===== src/rtl/dbus_uart_pkg.sv =====
// Shared definitions for the data-bus UART: register offsets, STATUS bit
// positions and the TX/RX state encodings.
package dbus_uart_pkg;

    // Register offsets, selected by daddr[3:2]
    localparam logic [1:0] REG_TXDATA = 2'd0;
    localparam logic [1:0] REG_STATUS = 2'd1;
    localparam logic [1:0] REG_RXDATA = 2'd2;
    localparam logic [1:0] REG_RSVD   = 2'd3;

    // STATUS bit positions
    localparam int ST_TX_BUSY    = 0;
    localparam int ST_FIFO_FULL  = 1;
    localparam int ST_FIFO_EMPTY = 2;
    localparam int ST_RX_VALID   = 3;
    localparam int ST_TX_OVF     = 4;
    localparam int ST_RX_FERR    = 5;
    localparam int ST_RX_OVR     = 6;

    typedef enum logic [1:0] {
        TX_IDLE  = 2'd0,
        TX_START = 2'd1,
        TX_DATA  = 2'd2,
        TX_STOP  = 2'd3
    } tx_state_t;

    typedef enum logic [1:0] {
        RX_IDLE  = 2'd0,
        RX_START = 2'd1,
        RX_DATA  = 2'd2,
        RX_STOP  = 2'd3
    } rx_state_t;

endpackage


===== src/rtl/dbus_uart_fifo.sv =====
// Synchronous show-ahead FIFO for the transmit path. A push while full is
// dropped even if a pop happens in the same cycle (fullness is judged on the
// state before the edge).
module dbus_uart_fifo #(
    parameter int unsigned DEPTH = 4,
    parameter int unsigned WIDTH = 8
) (
    input  logic             i_clk,
    input  logic             i_rst,
    input  logic             i_push,
    input  logic [WIDTH-1:0] i_din,
    input  logic             i_pop,
    output logic [WIDTH-1:0] o_dout,
    output logic             o_full,
    output logic             o_empty
);

    localparam int AW = (DEPTH > 1) ? $clog2(DEPTH) : 1;

    logic [WIDTH-1:0] r_mem [DEPTH];
    logic [AW-1:0]    r_wr_ptr;
    logic [AW-1:0]    r_rd_ptr;
    logic [AW:0]      r_count;
    logic             w_push_ok;
    logic             w_pop_ok;

    assign o_full    = (r_count == (AW+1)'(DEPTH));
    assign o_empty   = (r_count == '0);
    assign w_push_ok = i_push && !o_full;
    assign w_pop_ok  = i_pop && !o_empty;
    assign o_dout    = r_mem[r_rd_ptr];

    // Storage array: written only on an accepted push, never reset
    always_ff @(posedge i_clk) begin
        if (w_push_ok) begin
            r_mem[r_wr_ptr] <= i_din;
        end
    end

    // Pointers and occupancy count
    always_ff @(posedge i_clk) begin
        if (i_rst) begin
            r_wr_ptr <= '0;
            r_rd_ptr <= '0;
            r_count  <= '0;
        end else begin
            if (w_push_ok) r_wr_ptr <= r_wr_ptr + AW'(1);
            if (w_pop_ok)  r_rd_ptr <= r_rd_ptr + AW'(1);
            case ({w_push_ok, w_pop_ok})
                2'b10:   r_count <= r_count + (AW+1)'(1);
                2'b01:   r_count <= r_count - (AW+1)'(1);
                default: r_count <= r_count;
            endcase
        end
    end

endmodule


===== src/rtl/dbus_uart.sv =====
// Memory-mapped 8N1 UART on the CPU data port: TX FIFO + transmitter,
// single-byte receive holding register, one-cycle registered read data.
module dbus_uart
    import dbus_uart_pkg::*;
#(
    parameter int unsigned BAUD_DIV   = 434,
    parameter logic [31:0] BASE_ADDR  = 32'h1FD0_F000,
    parameter int unsigned FIFO_DEPTH = 4
) (
    input  logic        cpu_clk_50M,
    input  logic        cpu_rst,
    input  logic [31:0] daddr,
    input  logic        dce,
    input  logic [3:0]  we,
    input  logic [31:0] din,
    output logic [31:0] dm,
    output logic        uart_txd,
    input  logic        uart_rxd,
    output logic        irq
);

    localparam logic [15:0] BAUD_LAST = 16'(BAUD_DIV - 1);
    localparam logic [15:0] HALF_LAST = 16'(BAUD_DIV / 2 - 1);

    // Bus decode
    logic        w_sel, w_rd, w_wr0, w_push_req, w_st_clr, w_rx_rd;
    logic [1:0]  w_reg;
    logic [31:0] w_status, w_rdata;
    logic        w_unused;

    // FIFO interface
    logic [7:0]  w_fifo_dout;
    logic        w_fifo_full, w_fifo_empty, w_tx_pop;

    // Transmitter
    tx_state_t   r_tx_state, w_tx_state_n;
    logic [15:0] r_tx_cnt, w_tx_cnt_n;
    logic [2:0]  r_tx_bit, w_tx_bit_n;
    logic [7:0]  r_tx_shift, w_tx_shift_n;

    // Receiver
    rx_state_t   r_rx_state, w_rx_state_n;
    logic [15:0] r_rx_cnt, w_rx_cnt_n;
    logic [2:0]  r_rx_bit, w_rx_bit_n;
    logic [7:0]  r_rx_shift, w_rx_shift_n;
    logic        r_rx_s1, r_rx_s2, r_rx_d;
    logic        w_rxs, w_rx_fall, w_rx_byte_ok, w_rx_frame_bad;

    // Registers visible through STATUS / RXDATA
    logic [7:0]  r_rx_data;
    logic        r_rx_valid, r_tx_ovf, r_rx_ferr, r_rx_ovr;
    logic [31:0] r_dm;

    assign w_sel      = dce && (daddr[31:4] == BASE_ADDR[31:4]);
    assign w_reg      = daddr[3:2];
    assign w_rd       = w_sel && (we == 4'b0000);
    assign w_wr0      = w_sel && we[0];
    assign w_push_req = w_wr0 && (w_reg == REG_TXDATA);
    assign w_st_clr   = w_wr0 && (w_reg == REG_STATUS);
    assign w_rx_rd    = w_rd && (w_reg == REG_RXDATA);
    assign w_unused   = ^{daddr[1:0], din[31:8]};

    assign w_rxs      = r_rx_s2;
    assign w_rx_fall  = r_rx_d && !r_rx_s2;

    assign dm       = r_dm;
    assign irq      = r_rx_valid;
    assign uart_txd = (r_tx_state == TX_START) ? 1'b0 :
                      (r_tx_state == TX_DATA)  ? r_tx_shift[0] : 1'b1;

    dbus_uart_fifo #(
        .DEPTH (FIFO_DEPTH),
        .WIDTH (8)
    ) u_fifo (
        .i_clk   (cpu_clk_50M),
        .i_rst   (cpu_rst),
        .i_push  (w_push_req),
        .i_din   (din[7:0]),
        .i_pop   (w_tx_pop),
        .o_dout  (w_fifo_dout),
        .o_full  (w_fifo_full),
        .o_empty (w_fifo_empty)
    );

    // STATUS word assembly
    always_comb begin
        w_status                = '0;
        w_status[ST_TX_BUSY]    = (r_tx_state != TX_IDLE);
        w_status[ST_FIFO_FULL]  = w_fifo_full;
        w_status[ST_FIFO_EMPTY] = w_fifo_empty;
        w_status[ST_RX_VALID]   = r_rx_valid;
        w_status[ST_TX_OVF]     = r_tx_ovf;
        w_status[ST_RX_FERR]    = r_rx_ferr;
        w_status[ST_RX_OVR]     = r_rx_ovr;
    end

    // Read data mux; TXDATA and the reserved slot read as zero
    always_comb begin
        w_rdata = '0;
        case (w_reg)
            REG_STATUS: w_rdata = w_status;
            REG_RXDATA: w_rdata = {24'b0, r_rx_data};
            default:    w_rdata = '0;
        endcase
    end

    // Registered read data: updates on selected reads, zero on foreign accesses
    always_ff @(posedge cpu_clk_50M) begin
        if (cpu_rst) begin
            r_dm <= '0;
        end else if (w_rd) begin
            r_dm <= w_rdata;
        end else if (dce && !w_sel) begin
            r_dm <= '0;
        end
    end

    // TX next state: one baud period per bit, back-to-back frames when queued
    always_comb begin
        w_tx_state_n = r_tx_state;
        w_tx_cnt_n   = r_tx_cnt;
        w_tx_bit_n   = r_tx_bit;
        w_tx_shift_n = r_tx_shift;
        w_tx_pop     = 1'b0;
        case (r_tx_state)
            TX_IDLE: begin
                if (!w_fifo_empty) begin
                    w_tx_pop     = 1'b1;
                    w_tx_shift_n = w_fifo_dout;
                    w_tx_cnt_n   = '0;
                    w_tx_state_n = TX_START;
                end
            end
            TX_START: begin
                if (r_tx_cnt == BAUD_LAST) begin
                    w_tx_cnt_n   = '0;
                    w_tx_bit_n   = '0;
                    w_tx_state_n = TX_DATA;
                end else begin
                    w_tx_cnt_n = r_tx_cnt + 16'd1;
                end
            end
            TX_DATA: begin
                if (r_tx_cnt == BAUD_LAST) begin
                    w_tx_cnt_n   = '0;
                    w_tx_shift_n = {1'b0, r_tx_shift[7:1]};
                    if (r_tx_bit == 3'd7) begin
                        w_tx_state_n = TX_STOP;
                    end else begin
                        w_tx_bit_n = r_tx_bit + 3'd1;
                    end
                end else begin
                    w_tx_cnt_n = r_tx_cnt + 16'd1;
                end
            end
            TX_STOP: begin
                if (r_tx_cnt == BAUD_LAST) begin
                    w_tx_cnt_n = '0;
                    if (!w_fifo_empty) begin
                        w_tx_pop     = 1'b1;
                        w_tx_shift_n = w_fifo_dout;
                        w_tx_state_n = TX_START;
                    end else begin
                        w_tx_state_n = TX_IDLE;
                    end
                end else begin
                    w_tx_cnt_n = r_tx_cnt + 16'd1;
                end
            end
            default: w_tx_state_n = TX_IDLE;
        endcase
    end

    // TX state register; the shift register holds data only and is not reset
    always_ff @(posedge cpu_clk_50M) begin
        if (cpu_rst) begin
            r_tx_state <= TX_IDLE;
            r_tx_cnt   <= '0;
            r_tx_bit   <= '0;
        end else begin
            r_tx_state <= w_tx_state_n;
            r_tx_cnt   <= w_tx_cnt_n;
            r_tx_bit   <= w_tx_bit_n;
        end
        r_tx_shift <= w_tx_shift_n;
    end

    // Two-flop synchronizer plus one delay stage for falling-edge detection
    always_ff @(posedge cpu_clk_50M) begin
        if (cpu_rst) begin
            r_rx_s1 <= 1'b1;
            r_rx_s2 <= 1'b1;
            r_rx_d  <= 1'b1;
        end else begin
            r_rx_s1 <= uart_rxd;
            r_rx_s2 <= r_rx_s1;
            r_rx_d  <= r_rx_s2;
        end
    end

    // RX next state: verify start at half bit, then sample at full-bit spacing
    always_comb begin
        w_rx_state_n   = r_rx_state;
        w_rx_cnt_n     = r_rx_cnt;
        w_rx_bit_n     = r_rx_bit;
        w_rx_shift_n   = r_rx_shift;
        w_rx_byte_ok   = 1'b0;
        w_rx_frame_bad = 1'b0;
        case (r_rx_state)
            RX_IDLE: begin
                if (w_rx_fall) begin
                    w_rx_cnt_n   = '0;
                    w_rx_state_n = RX_START;
                end
            end
            RX_START: begin
                if (r_rx_cnt == HALF_LAST) begin
                    w_rx_cnt_n   = '0;
                    w_rx_bit_n   = '0;
                    w_rx_state_n = w_rxs ? RX_IDLE : RX_DATA;
                end else begin
                    w_rx_cnt_n = r_rx_cnt + 16'd1;
                end
            end
            RX_DATA: begin
                if (r_rx_cnt == BAUD_LAST) begin
                    w_rx_cnt_n   = '0;
                    w_rx_shift_n = {w_rxs, r_rx_shift[7:1]};
                    if (r_rx_bit == 3'd7) begin
                        w_rx_state_n = RX_STOP;
                    end else begin
                        w_rx_bit_n = r_rx_bit + 3'd1;
                    end
                end else begin
                    w_rx_cnt_n = r_rx_cnt + 16'd1;
                end
            end
            RX_STOP: begin
                if (r_rx_cnt == BAUD_LAST) begin
                    w_rx_cnt_n     = '0;
                    w_rx_state_n   = RX_IDLE;
                    w_rx_byte_ok   = w_rxs;
                    w_rx_frame_bad = !w_rxs;
                end else begin
                    w_rx_cnt_n = r_rx_cnt + 16'd1;
                end
            end
            default: w_rx_state_n = RX_IDLE;
        endcase
    end

    // RX state register
    always_ff @(posedge cpu_clk_50M) begin
        if (cpu_rst) begin
            r_rx_state <= RX_IDLE;
            r_rx_cnt   <= '0;
            r_rx_bit   <= '0;
        end else begin
            r_rx_state <= w_rx_state_n;
            r_rx_cnt   <= w_rx_cnt_n;
            r_rx_bit   <= w_rx_bit_n;
        end
        r_rx_shift <= w_rx_shift_n;
    end

    // Receive holding register; a completing byte beats a same-cycle read-clear
    always_ff @(posedge cpu_clk_50M) begin
        if (cpu_rst) begin
            r_rx_data  <= '0;
            r_rx_valid <= 1'b0;
        end else if (w_rx_byte_ok) begin
            r_rx_data  <= r_rx_shift;
            r_rx_valid <= 1'b1;
        end else if (w_rx_rd) begin
            r_rx_valid <= 1'b0;
        end
    end

    // Sticky error flags: write-one-to-clear, a new event in the same cycle wins
    always_ff @(posedge cpu_clk_50M) begin
        if (cpu_rst) begin
            r_tx_ovf  <= 1'b0;
            r_rx_ferr <= 1'b0;
            r_rx_ovr  <= 1'b0;
        end else begin
            if (w_st_clr && din[ST_TX_OVF])  r_tx_ovf  <= 1'b0;
            if (w_st_clr && din[ST_RX_FERR]) r_rx_ferr <= 1'b0;
            if (w_st_clr && din[ST_RX_OVR])  r_rx_ovr  <= 1'b0;
            if (w_push_req && w_fifo_full)                r_tx_ovf  <= 1'b1;
            if (w_rx_frame_bad)                           r_rx_ferr <= 1'b1;
            if (w_rx_byte_ok && r_rx_valid && !w_rx_rd)   r_rx_ovr  <= 1'b1;
        end
    end

endmodule


===== config.mk =====
export PLATFORM = sky130hd
export DESIGN_NAME = dbus_uart
export DESIGN_NICKNAME = d
export VERILOG_FILES = /design/src/rtl/dbus_uart_pkg.sv /design/src/rtl/dbus_uart_fifo.sv /design/src/rtl/dbus_uart.sv
export SDC_FILE = /design/constraint.sdc
export NUM_CORES = 1
export LEC_CHECK = 0
export CORE_ASPECT_RATIO = 0.7
export CORE_MARGIN = 2
export CORE_UTILIZATION = 38
export DETAILED_ROUTE_END_ITERATION = 8
export PLACE_DENSITY = 0.64
export SYNTH_ARGS = -nofsm -noshare
export SYNTH_HDL_FRONTEND = slang
export SYNTH_HIERARCHICAL = 1
export SYNTH_SLANG_ARGS = --single-unit

===== constraint.sdc =====
create_clock -name cpu_clk_50M -period 3.2 [get_ports cpu_clk_50M]
set_input_delay 0.48 -clock cpu_clk_50M [delete_from_list [all_inputs] [get_ports cpu_clk_50M]]
set_output_delay 0.48 -clock cpu_clk_50M [all_outputs]
set_load 0.05 [all_outputs]

==> results.cfg <==
[route]
route.detailed.drc = 0
via_per_inst = 5.29
routed_wl_mm = 12.3
vias = 4299
drt_iter0_drc = 262
drt_first_pass_iters = 4
drt-wirelength-per-cell_microns = 15.2
ant_nets = 0

[timing]
finalSetupTns_ns = 0
fin_skew_ns = 0.0131
slew_headroom_pct = 25.4
rsz0062_at_grt = false
period_needed_ns = 2.92
max_freq_mhz = 343
worst_pin_slew_ns = 1.11
fin_hold_ws_ns = 0.411
drv_slew = 0
fin_crit_sh_pct = 91.1
setup-violations-final = 0
hold_viol = 0

[placed_design]
dp_cells = 781
placed_area_sq_um = 6490
hpwl_mm = 8.84
io_buffer_count = 55
place_congestion = 0.797

[floorplanning]
coreArea_sq_um = 14800
rows = 37
ioPinCount = 106
die_x_microns = 151
initial_core_util_pct = 39.2
dieArea_sq_um = 16200
die_h_microns = 107

[worst_hold_path]
hold_class = reg2reg

[synthesis]
synthSimpleGateAreaFrac_pct = 18.4
synth_fa_ha_area_share_pct = 5.32
synth-seq-area-share_pct = 50.5
synthArstFlopShare_pct = 0
synth_xor_area_share_pct = 2.57
synth_ff_type = dfxtp_1
synth_compound_area_share_pct = 11.9
syn_area_sq_um = 5790
synth-edff-count = 48
synth_cells = 541
yosys_warnings = 6
synth_top_family_by_area = simple AND/OR/NAND/NOR gates
synth_cell_types = 61
synth-seq-cells = 122
synth.area.mux_share_pct = 5.02
syn_avg_cell_area_sq_um = 10.7

[clocking]
cts.sinks = 122
clock_path_buffers = 2
cts_tree = yes
cts_buffers = 17
insertion_delay_ns = 0.41
path_clk_slew_ns = 0.06
cts_root_buf = clkbuf_16
cts_setup_buffers = 0
htreeDepth = 4

[global_routing]
grt_pass1_vias = 4127
antenna_found_initial = 0
grt_overflow = 0
grt_use_total_pct = 16.2
grt_max_degree = 25
grt_pass1_wl_mm = 20.5

[power_and_ir_drop]
intPower_w = 0.00291
power_switching_w = 0.000935
sequentialPowerShare_pct = 43.4
combPwrFrac_pct = 9.7
p_clk_share_pct = 46.9
swShare_pct = 24.3
p_per_area_nw_per_um2 = 545
p_leak_nw = 2.56
ir_worst_vdd_uv = 345

[worst_setup_path]
crit_slowest_cell = fa_1
start_kind = flop
crit_family = simple AND/OR/NAND/NOR gates
max_stage_delay_ns = 0.43
required_ns = 3.54
path_cells = ha_1 -> nor3b_1 -> and4_1 -> a21oi_1 -> nor3_2 -> o31ai_2 -> inv_1 -> ha_1 -> inv_1 -> fa_1 -> xor2_1 -> or3_1 -> a21oi_1
worstSetupEndpointType = flop
path_buf_inv = 2
cp.arrival_ns = 3.26
crit_type = reg2reg
worstPathMaxFanout = 4

[cells_and_area]
drive_gt1_share_pct = 10.0
area_growth_pct = 22.0
nets = 701
stdcell_count = 812
fill_cells = 1308
final_cell_mix = 74 x dfxtp_1, 55 x clkdlybuf4s50_1, 49 x nor2_1, 48 x edfxtp_1, 32 x nand2_1
antennaDiodeCount = 0
layout_commonest_cell = dfxtp_1
design_area_sq_um = 7060

[outcome]
status = finished clean

[job]
cap_violations = 0
## worst paths after layout
path	startpoint	to	slack, ns	cells after the start
max	r_tx_cnt[0]$_SDFFE_PP0P_	u_fifo/r_count[2]$_SDFFE_PP0P_	0.28	13
min	r_rx_s1$_SDFF_PP1_	r_rx_s2$_SDFF_PP1_	0.41	1
max reg2reg	r_tx_cnt[0]$_SDFFE_PP0P_	u_fifo/r_count[2]$_SDFFE_PP0P_	0.28	13
min reg2reg	r_rx_s1$_SDFF_PP1_	r_rx_s2$_SDFF_PP1_	0.41	1
## stage by stage
stage,total power (W),utilization [%],worst slack (ns)
4_1_cts,0.00388,47.7,0.177
3_3_place_gp,0.00205,43.9,0.0500
6_report,0.00384,47.8,0.285
3_5_place_dp,0.00207,43.9,-0.0133
2_1_floorplan,0.00196,-,0.491
5_1_grt,0.00399,47.8,0.000766
## final cells by class
cell class	count	area (sq um)	share of cell area (%)
tap	195	244	3.46
multi-input combinational	371	2600	36.8
clock buffer	22	475	6.74
inverter	28	105	1.49
sequential	122	2920	41.4
timing repair buffer	65	626	8.87
clock inverter	9	86.3	1.22
## flip-flops by register name, indices dropped and copies added (netlist names), named ones only
register         flops
r_rx_s2              1
r_tx_shift           8
u_fifo/r_wr_ptr      2
r_tx_bit             3
r_tx_ovf             1
r_rx_s1              1
dm                   8
r_rx_bit             3
r_rx_state           1
r_rx_cnt            16
r_rx_ferr            1
u_fifo/r_count       3
r_tx_state           2
irq                  1
r_rx_shift           8
r_rx_ovr             1
r_rx_d               1
r_rx_data            8
u_fifo/r_mem        32
u_fifo/r_rd_ptr      2
r_tx_cnt            16
## power by group through the flow
stage	clock network, W	logic [W]	registers (W)
after floorplan	0	0.000263	0.00169
after global placement	0	0.000348	0.00170
after detailed placement	0	0.000368	0.00170
after CTS	0.00184	0.000370	0.00167
after global routing	0.00191	0.000404	0.00167
final	0.00180	0.000371	0.00167
## worst reg2reg max path, stage by stage (launching register included)
cell and delay (ns):
dfxtp_1 0.40, ha_1 0.18, nor3b_1 0.23, and4_1 0.27, a21oi_1 0.09, nor3_2 0.19
o31ai_2 0.14, inv_1 0.08, ha_1 0.18, inv_1 0.07, fa_1 0.44, xor2_1 0.16
or3_1 0.31, a21oi_1 0.14
## Yosys cell counts, types with 2 or more instances
master      n  area, sq um
dfxtp_1    74         1480
nor2_1     49          184
edfxtp_1   48         1440
nand2_1    32          120
inv_1      28          105
buf_4      24          180
ha_1       23          288
nand3_1    20          100
a21oi_1    17         85.1
clkbuf_1   16         60.1
a22o_1     13          114
a31oi_1    13         81.3
mux2i_1    11          110
nor3_1     11         55.1
o21ai_0    11         55.1
a22oi_1    10         75.1
and2_1     10         62.6
xor2_1     10         87.6
and4_1      8         70.1
mux4_2      8          180
nand4_1     8         50.1
o2bb2ai_1   8         70.1
nand2b_1    7         43.8
or3_1       7         43.8
xnor2_1     7         61.3
a211oi_1    6         45.0
or2_2       5         31.3
nand3b_1    3         22.5
nor3b_1     3         22.5
nor4_1      3         18.8
nor4b_1     3         26.3
o31ai_1     3         22.5
or4b_1      3         30.0
a211o_1     2         17.5
a221oi_1    2         17.5
a31o_2      2         17.5
and3_1      2         12.5
and4b_1     2         20.0
and4bb_1    2         25.0
buf_1       2         7.51
nor3b_2     2         25.0
nor4bb_1    2         20.0
o21ai_1     2         10.0
or4_1       2         15.0
## routing by layer
| metal | share of wire (%) | global-route usage (%) | vias up |
|---|---|---|---|
| met5 | 0 | 0 | - |
| li1 | - | - | 2082 |
| met4 | 1.3 | 5.74 | 0 |
| met1 | 48 | 22.6 | 2078 |
| met3 | 5.2 | 4.64 | 15 |
| met2 | 45 | 23.9 | 124 |
## cells by family (layout without fill, tap and decap cells)
| group | Yosys count | after routing |
|---|---|---|
| buf+inv | 71 | 124 |
| compound gates | 98 | 98 |
| simple gates | 189 | 189 |
| xor+xnor | 17 | 17 |
| other cells | 1 | 24 |
| fa+ha+maj | 24 | 24 |
| mux | 19 | 19 |
| flops | 122 | 122 |
## repair_timing
item / in CTS / in global routing
hold buffers: 0 / 0
gates resized for setup: 0 / 1
endpoints found under the setup margin: 0 / 1
No activity file was read; power rests on OpenSTA's default activity.
